File: config.mk
export PLATFORM = sky130hd
export DESIGN_NAME = cfg_chain_seg
export DESIGN_NICKNAME = d
export VERILOG_FILES = /design/src/rtl/cfg_chain_pkg.sv /design/src/rtl/cfg_shift_core.sv /design/src/rtl/cfg_chain_seg.sv
export SDC_FILE = /design/constraint.sdc
export NUM_CORES = 1
export LEC_CHECK = 0
export ABC_AREA = 1
export CAP_MARGIN = 20
export CELL_PAD_IN_SITES_DETAIL_PLACEMENT = 1
export CELL_PAD_IN_SITES_GLOBAL_PLACEMENT = 1
export CORE_UTILIZATION = 32
export CTS_BUF_LIST = sky130_fd_sc_hd__clkbuf_2
export CTS_CLUSTER_SIZE = 30
export DETAILED_ROUTE_END_ITERATION = 6
export PLACE_DENSITY_LB_ADDON = 0.08
export SLEW_MARGIN = 20
export SYNTH_ARGS = -nofsm -noshare
export SYNTH_HDL_FRONTEND = slang
export SYNTH_SLANG_ARGS = --single-unit
File: constraint.sdc
create_clock -name clk -period 22.2 [get_ports clk]
set_clock_uncertainty 0.15 [all_clocks]
set_input_delay 4.44 -clock clk [delete_from_list [all_inputs] [get_ports clk]]
set_output_delay 4.44 -clock clk [all_outputs]
set_load 0.01 [all_outputs]
File: src/rtl/cfg_chain_pkg.sv
// Shared types and constants for the daisy-chained configuration shift segment.
package cfg_chain_pkg;
  typedef enum logic [2:0] {IDLE, SHIFT, CHECK, COMMIT, DONE} state_e;

  // Bit of the trailing beat that carries the expected even parity.
  localparam int PAR_BIT = 0;

  function automatic int beats(input int cfg_bits, input int ser_w);
    return cfg_bits / ser_w;
  endfunction
endpackage

File: src/rtl/cfg_shift_core.sv
// Data path of one segment: shift register, beat counter and running parity.
module cfg_shift_core
  import cfg_chain_pkg::*;
#(
  parameter int CFG_BITS = 96,
  parameter int SER_W    = 1
) (
  input  logic                clk,
  input  logic                reset,
  input  logic                clr,
  input  logic                shift_en,
  input  logic [SER_W-1:0]    bit_in,
  output logic [CFG_BITS-1:0] sr,
  output logic                par_acc,
  output logic                done
);
  localparam int BEATS = beats(CFG_BITS, SER_W);
  localparam int CW    = $clog2(BEATS + 1);

  logic [CW-1:0] cnt;

  // sr is not cleared at session start: a new load overwrites every bit anyway.
  always_ff @(posedge clk or posedge reset) begin
    if (reset) begin
      sr      <= '0;
      cnt     <= '0;
      par_acc <= 1'b0;
    end else if (clr) begin
      cnt     <= '0;
      par_acc <= 1'b0;
    end else if (shift_en) begin
      sr      <= {sr[CFG_BITS-SER_W-1:0], bit_in};
      cnt     <= cnt + 1'b1;
      par_acc <= par_acc ^ (^bit_in);
    end
  end

  assign done = shift_en && (cnt == CW'(BEATS - 1));
endmodule

File: src/rtl/cfg_chain_seg.sv
// Configuration-shift segment: token-chained loader with parity check and shadow commit.
module cfg_chain_seg
  import cfg_chain_pkg::*;
#(
  parameter int CFG_BITS = 96,
  parameter int SER_W    = 1,
  parameter bit SHADOW   = 1'b1,
  parameter bit CHK_EN   = 1'b1
) (
  input  logic                clk,
  input  logic                reset,
  input  logic                prgm_b,
  input  logic                seg_en,
  input  logic                chain_in,
  input  logic [SER_W-1:0]    bit_in,
  input  logic                bit_valid,
  output logic                chain_out,
  output logic [SER_W-1:0]    bit_out,
  output logic                bit_out_valid,
  output logic [CFG_BITS-1:0] cfg_out,
  output logic                cfg_valid,
  output logic                par_err
);
  if (CFG_BITS % SER_W != 0) begin : g_bad_width
    $error("cfg_chain_seg: CFG_BITS must be a multiple of SER_W");
  end

  state_e              state, nxt;
  logic                act, acc, clr, data_acc, commit, par_fail, done, par_acc;
  logic [CFG_BITS-1:0] sr;

  assign act = !prgm_b && seg_en && chain_in;
  assign acc = act && bit_valid;

  cfg_shift_core #(.CFG_BITS(CFG_BITS), .SER_W(SER_W)) u_core (
    .clk      (clk),
    .reset    (reset),
    .clr      (clr),
    .shift_en (data_acc),
    .bit_in   (bit_in),
    .sr       (sr),
    .par_acc  (par_acc),
    .done     (done)
  );

  always_ff @(posedge clk or posedge reset) begin
    if (reset) state <= IDLE;
    else       state <= nxt;
  end

  // Deasserting prgm_b aborts from any state; other inputs only pause.
  always_comb begin
    nxt      = state;
    clr      = 1'b0;
    data_acc = 1'b0;
    commit   = 1'b0;
    par_fail = 1'b0;
    if (prgm_b) begin
      nxt = IDLE;
    end else begin
      case (state)
        IDLE: if (act) begin
          nxt = SHIFT;
          clr = 1'b1;
        end
        SHIFT: if (acc) begin
          data_acc = 1'b1;
          if (done) nxt = CHK_EN ? CHECK : COMMIT;
        end
        CHECK: if (acc) begin
          if (bit_in[PAR_BIT] == par_acc) nxt = COMMIT;
          else begin
            nxt      = DONE;
            par_fail = 1'b1;
          end
        end
        COMMIT: begin
          commit = 1'b1;
          nxt    = DONE;
        end
        default: nxt = state;
      endcase
    end
  end

  assign chain_out = (state == DONE);

  always_ff @(posedge clk or posedge reset) begin
    if (reset) begin
      cfg_valid     <= 1'b0;
      par_err       <= 1'b0;
      bit_out       <= '0;
      bit_out_valid <= 1'b0;
    end else begin
      if (clr)           par_err <= 1'b0;
      else if (par_fail) par_err <= 1'b1;
      if (commit)                cfg_valid <= 1'b1;
      else if (clr && !SHADOW)   cfg_valid <= 1'b0;
      if (state == DONE && !prgm_b) bit_out <= bit_in;
      bit_out_valid <= (state == DONE) && !prgm_b && bit_valid;
    end
  end

  if (SHADOW) begin : g_shadow
    logic [CFG_BITS-1:0] cfg_q;
    always_ff @(posedge clk or posedge reset) begin
      if (reset)       cfg_q <= '0;
      else if (commit) cfg_q <= sr;
    end
    assign cfg_out = cfg_q;
  end else begin : g_live
    assign cfg_out = sr;
  end
endmodule

* After elaboration in Yosys (flattened, before gate mapping) *
Cells that the tools add are included.

word-level totals
  register bits = 207
  input bits = 7
  output and inout bits = 101
  logic and storage cells = 60

operators by class
  add/subtract/negate cells = 1
  eq/ne operators = 10
  multiplexer cells = 25
  bitwise operators = 2
  reduce and logical (&&, ||, !) cells = 13

operator list
  operator                                        count
  two-way mux 3 bit                               6
  two-way mux 1 bit                               16
  two-way mux 7 bit                               2
  inequality test 3 bit (second input constant)   4
  case mux 3 bit (4 select lines)                 1
  adder 7 x 1 -> 7 bit (second input constant)    1
  == test 7 bit (second input constant)           1
  == test 3 x 2 -> 1 bit (second input constant)  2
  logical AND 1 bit                               6
  AND reduction 5 bit                             1
  nonzero test 5 bit                              1
  nonzero test 2 bit                              2
  == test 3 x 1 -> 1 bit (second input constant)  1
  == test 3 bit (second input constant)           1
  zero test 3 bit                                 1
  AND reduction 2 bit                             1
  == test 1 bit                                   1
  zero test 1 bit                                 1
  inverter 1 bit                                  1
  XOR 1 bit                                       1

* Longest topological paths before layout *
  word-level depth = 12
  depth in mapped cells = 9
  mapped depth without buffers = 9

* Hierarchy *
Synthesis repeated with hierarchy kept, for this count alone.

unflattened totals
  cells, all modules = 888
  area total of the unflattened synthesis = 8559.5 um^2

by module, submodules not included
  module          instances  cells an instance  area each (um^2)  seq. area each (um^2)
  cfg_chain_seg   1          473                4561.9            2577.5
  cfg_shift_core  1          415                3997.6            2602.5

* Least setup slack after synthesis *
Ideal clock, no wire load.

  path type = input to register
  start = in prgm_b
  end = reg u_core.cnt[3]
  setup time = 0.126 ns
  arrival time = 5.207 ns
  data required time = 21.924 ns
  path slack = 16.717 ns
  cell stages on the path = 7
  buffers on the path = 2
  path through = inv_2 > nand4_2 > nor2_4 > buf_6 > buf_6 > and3_1 > nor3_2

on the way
  word-level cells in the longest chain between the ends = 8
  elaborated cells on any way between the ends = 12
  classes of those cells = 7 x mux; 5 x reduce/logical

RTL lines
  element                          RTL line              text
  start: declaration               cfg_chain_seg.sv:12   input logic prgm_b,
  zero test 1 bit                  cfg_chain_seg.sv:32   assign act = !prgm_b && seg_en && chain_in;
  logical AND 1 bit (2 in series)  cfg_chain_seg.sv:32
  logical AND 1 bit                cfg_chain_seg.sv:33   assign acc = act && bit_valid;
  two-way mux 1 bit                cfg_chain_seg.sv:66   SHIFT: if (acc) begin
  two-way mux 1 bit                cfg_chain_seg.sv:61   case (state)
  two-way mux 1 bit                cfg_chain_seg.sv:58   if (prgm_b) begin
  nonzero test 2 bit (no line)     --
  end signal: assignment           cfg_shift_core.sv:33  cnt <= cnt + 1'b1;
  end: declaration                 cfg_shift_core.sv:20  logic [CW-1:0] cnt;

Parallel ways exist; a longest one is shown, timed or not.
A chain may end at the register's enable or synchronous reset.

* Worst setup path in the final report *
  start = reg state[0]
  end = out chain_out

on the way
  word-level cells in the longest chain between the ends = 1

RTL lines
  element                   RTL line             text
  start: declaration        cfg_chain_seg.sv:28  state_e state, nxt;
  start signal: assignment  cfg_chain_seg.sv:48  else state <= nxt;
  == test 3 bit             cfg_chain_seg.sv:86  assign chain_out = (state == DONE);
  end: declaration          cfg_chain_seg.sv:17  output logic chain_out,

No other way between the ends.

==> impl_metrics.json <==
{
  "cts_inserted_buffers": 56,
  "cts_resized": 0,
  "crit_arrival_ns": 2.16,
  "worstSetupEndpointType": "output pin",
  "finalCriticalPeriod_ns": 6.75,
  "wl_met2_mm": 7.90,
  "dieArea_sq_mm": 0.0254,
  "syn-instance-count": 822,
  "core_sq_mm": 0.0242,
  "start_util": 0.326,
  "max_cap_viol_count": 0,
  "ant_nets": 0,
  "syn_area_sq_mm": 0.00791,
  "hold_class": "reg2reg",
  "grt_pass1_vias": 6265,
  "yosysUniqueCellTypes": 24,
  "area_delta_synth_final_pct": 22.8,
  "synthMuxAreaShare": 0.00142,
  "vias": 5843,
  "critPathTopFamily": "buffers and inverters",
  "vias_per_cell": 4.44,
  "wl_per_cell_um": 13.0,
  "antenna_found_initial": 1,
  "power.total_mw": 1.26,
  "grtUsageTotal": 0.144,
  "clock.fmax_ghz": 0.148,
  "die_w_um": 159,
  "synth_seq_area_share": 0.655,
  "hold_violations": 0,
  "synth_seq_cells": 207,
  "tns_ns": 0,
  "grt_setup_unrepaired": "no",
  "power_density_mw_per_mm2": 130,
  "synth_nets": 830,
  "drc": 0,
  "tightest_slew_ns": 0.964,
  "max_stage_delay_ns": 0.56,
  "cts.sinks": 207,
  "regArea_sq_mm": 0.00518,
  "status": "completed",
  "cts_max_level": 2,
  "wirelength_mm": 17.2,
  "p_leak_nw": 4.67,
  "cts_tree": "built",
  "postSynthAreaPerCell_sq_um": 9.62,
  "io_pins": 108,
  "cts.path.max_buffers": 3,
  "multi_input_area_sq_mm": 0.00207,
  "port_buffers": 107,
  "synth_xor_area_frac": 0.00221,
  "place.detailed.hpwl_mm": 10.5,
  "clock_latency_ns": 0.78,
  "nets": 957,
  "die_h_um": 159,
  "crit_chain": "inv_1 > nand2_1 > nor2_1 > clkdlybuf4s50_1",
  "grt_pass1_wl_mm": 30.5,
  "ir_drop_v": 0.0000449,
  "drt-met1-wl_mm": 8.12,
  "worstPathRequired_ns": 17.61,
  "synth_compound_area_frac": 0.129,
  "path_class": "reg2out",
  "worst_path_max_delay_cell": "clkdlybuf4s50_1",
  "hold_depth": 2,
  "placementRows": 57,
  "final_max_slew_viol_count": 0,
  "min_period_over_period": 0.304,
  "cts_root_buffer": "clkbuf_2",
  "first_pass_iters": 4,
  "holdBufCountCts": 0,
  "finalSetupViolations": 0,
  "max_slew_margin": 0.357,
  "grt_overflow": 0,
  "gp_congestion": 0.792,
  "yosys_warnings": 0,
  "synthSimpleGateAreaFrac": 0.127,
  "crit_cells": 4,
  "layout-drive-gt1-share": 0.103,
  "crit_buf_inv": 2,
  "dr_wl_met3_um": 848,
  "synthAdderAreaFrac": 0.00158,
  "nFillCells": 2824,
  "startpoint_type": "flip-flop",
  "dr.first_iter.drc_count": 260,
  "critPathMaxFanout": 5,
  "post_cts_buffers": 0,
  "grt_start_max_net_pins": 149,
  "rr_worst_depth": 7,
  "synth_top_family_by_area": "compound AO/OA/AOI/OAI gates",
  "clkSlewWorstSetupHoldPaths_ns": 0.12,
  "top_layer": "met4",
  "fin_util": 0.401
}
## area by class of cell
| class | instances | share of cell area |
|---|---|---|
| diodes | 1 | 0.000258 |
| flip-flops and latches | 207 | 0.533 |
| clock buffers | 82 | 0.0423 |
| clock inverters | 18 | 0.0106 |
| repair buffers | 112 | 0.114 |
| inverters | 113 | 0.0450 |
| well taps | 324 | 0.0417 |
| multi-input cells | 459 | 0.213 |
## where the power goes
group / switching, mW / internal, mW / total (mW)
registers: 0.0909 / 0.535 / 0.626
clock network: 0.156 / 0.111 / 0.267
logic: 0.183 / 0.188 / 0.372
total: 0.430 / 0.834 / 1.26
## through the flow
step / hold slack, ns / instance area, sq um / worst slack [ns] / std cells
2_1_floorplan: 0.303 / 7910 / 11.96 / 822
3_3_place_gp: 0.299 / 9190 / 15.41 / 1215
3_5_place_dp: 0.315 / 9190 / 15.25 / 1215
4_1_cts: 0.322 / 9700 / 15.32 / 1315
5_1_grt: 0.330 / 9710 / 15.17 / 1316
6_report: 0.319 / 9710 / 15.45 / 1316
## synthesized netlist by cell type
library cell,n,area share
nand2_1,220,0.10
dfrtp_1,207,0.65
o21ai_0,192,0.12
inv_1,111,0.053
buf_2,19,0.012
clkbuf_1,12,0.0057
nand3_1,10,0.0063
buf_4,9,0.0085
nor2_1,9,0.0043
a21oi_1,6,0.0038
nand4_1,6,0.0047
o21ai_1,5,0.0032
buf_6,3,0.0043
inv_2,2,0.00095
xnor2_1,2,0.0022
and3_1,1,0.00079
ha_1,1,0.0016
mux2_2,1,0.0014
nand3_2,1,0.0013
nand4_2,1,0.0016
nor2_4,1,0.0014
nor3_1,1,0.00063
nor3_2,1,0.0013
o22ai_1,1,0.00079
## flip-flops by register name (all words and copies together) (netlist names)
register / flops
state: 3
cfg_valid: 1
u_core.sr: 96
bit_out_valid: 1
u_core.cnt: 7
u_core.par_acc: 1
par_err: 1
bit_out: 1
cfg_out: 96
## layer usage
layer,up-vias,global-route usage
li1,2876,-
met1,2823,0.191
met2,115,0.226
met3,29,0.0391
met4,0,0.0507
met5,-,0
## worst paths after layout
check,to,start,slack [ns]
setup / recovery,chain_out,state[0],15.45
hold / removal,u_core.sr[10],u_core.sr[9],0.32
setup reg to reg,u_core.cnt[5],state[1],19.75
hold reg to reg,u_core.sr[10],u_core.sr[9],0.32
max in group asynchronous,u_core.cnt[3],reset,16.58
min in group asynchronous,u_core.sr[50],reset,4.03
## placed cells by master, fill, tap and decap left out
cell type | netlist | routed
o21ai_1 | 5 | 5
dfrtp_1 | 207 | 207
nor3_1 | 1 | 1
inv_2 | 2 | 3
clkbuf_2 | 0 | 82
mux2_2 | 1 | 1
a21oi_1 | 6 | 6
clkdlybuf4s50_1 | 0 | 107
o22ai_1 | 1 | 1
clkinv_8 | 0 | 1
nor3_2 | 1 | 1
bufinv_16 | 0 | 1
diode_2 | 0 | 1
clkinvlp_4 | 0 | 1
ha_1 | 1 | 1
and3_1 | 1 | 1
clkinv_2 | 0 | 4
nand2_1 | 220 | 220
nor2_1 | 9 | 9
nand4_2 | 1 | 1
inv_1 | 111 | 110
nand3_2 | 1 | 1
nand4_1 | 6 | 6
o21ai_0 | 192 | 192
nor2_4 | 1 | 1
nand3_1 | 10 | 10
xnor2_1 | 2 | 2
buf_4 | 9 | 5
clkinv_1 | 0 | 11
## worst register-to-register path: cells and delay by family (launching register included)
kind                   cells  cell delay, ns
and+or+nand+nor            3            0.44
AOI/OAI and AO/OA          1            0.10
DFF                        1            0.46
buffers and inverters      3            1.19
## logic make-up after synthesis
group / after synthesis
muxes: 1
xor gates and xnor gates: 2
adders and majority gates: 1
buffers and inverters: 156
DFF: 207
AOI/OAI and AO/OA: 204
and+or+nand+nor: 251
(Power assumes the default switching activity.)
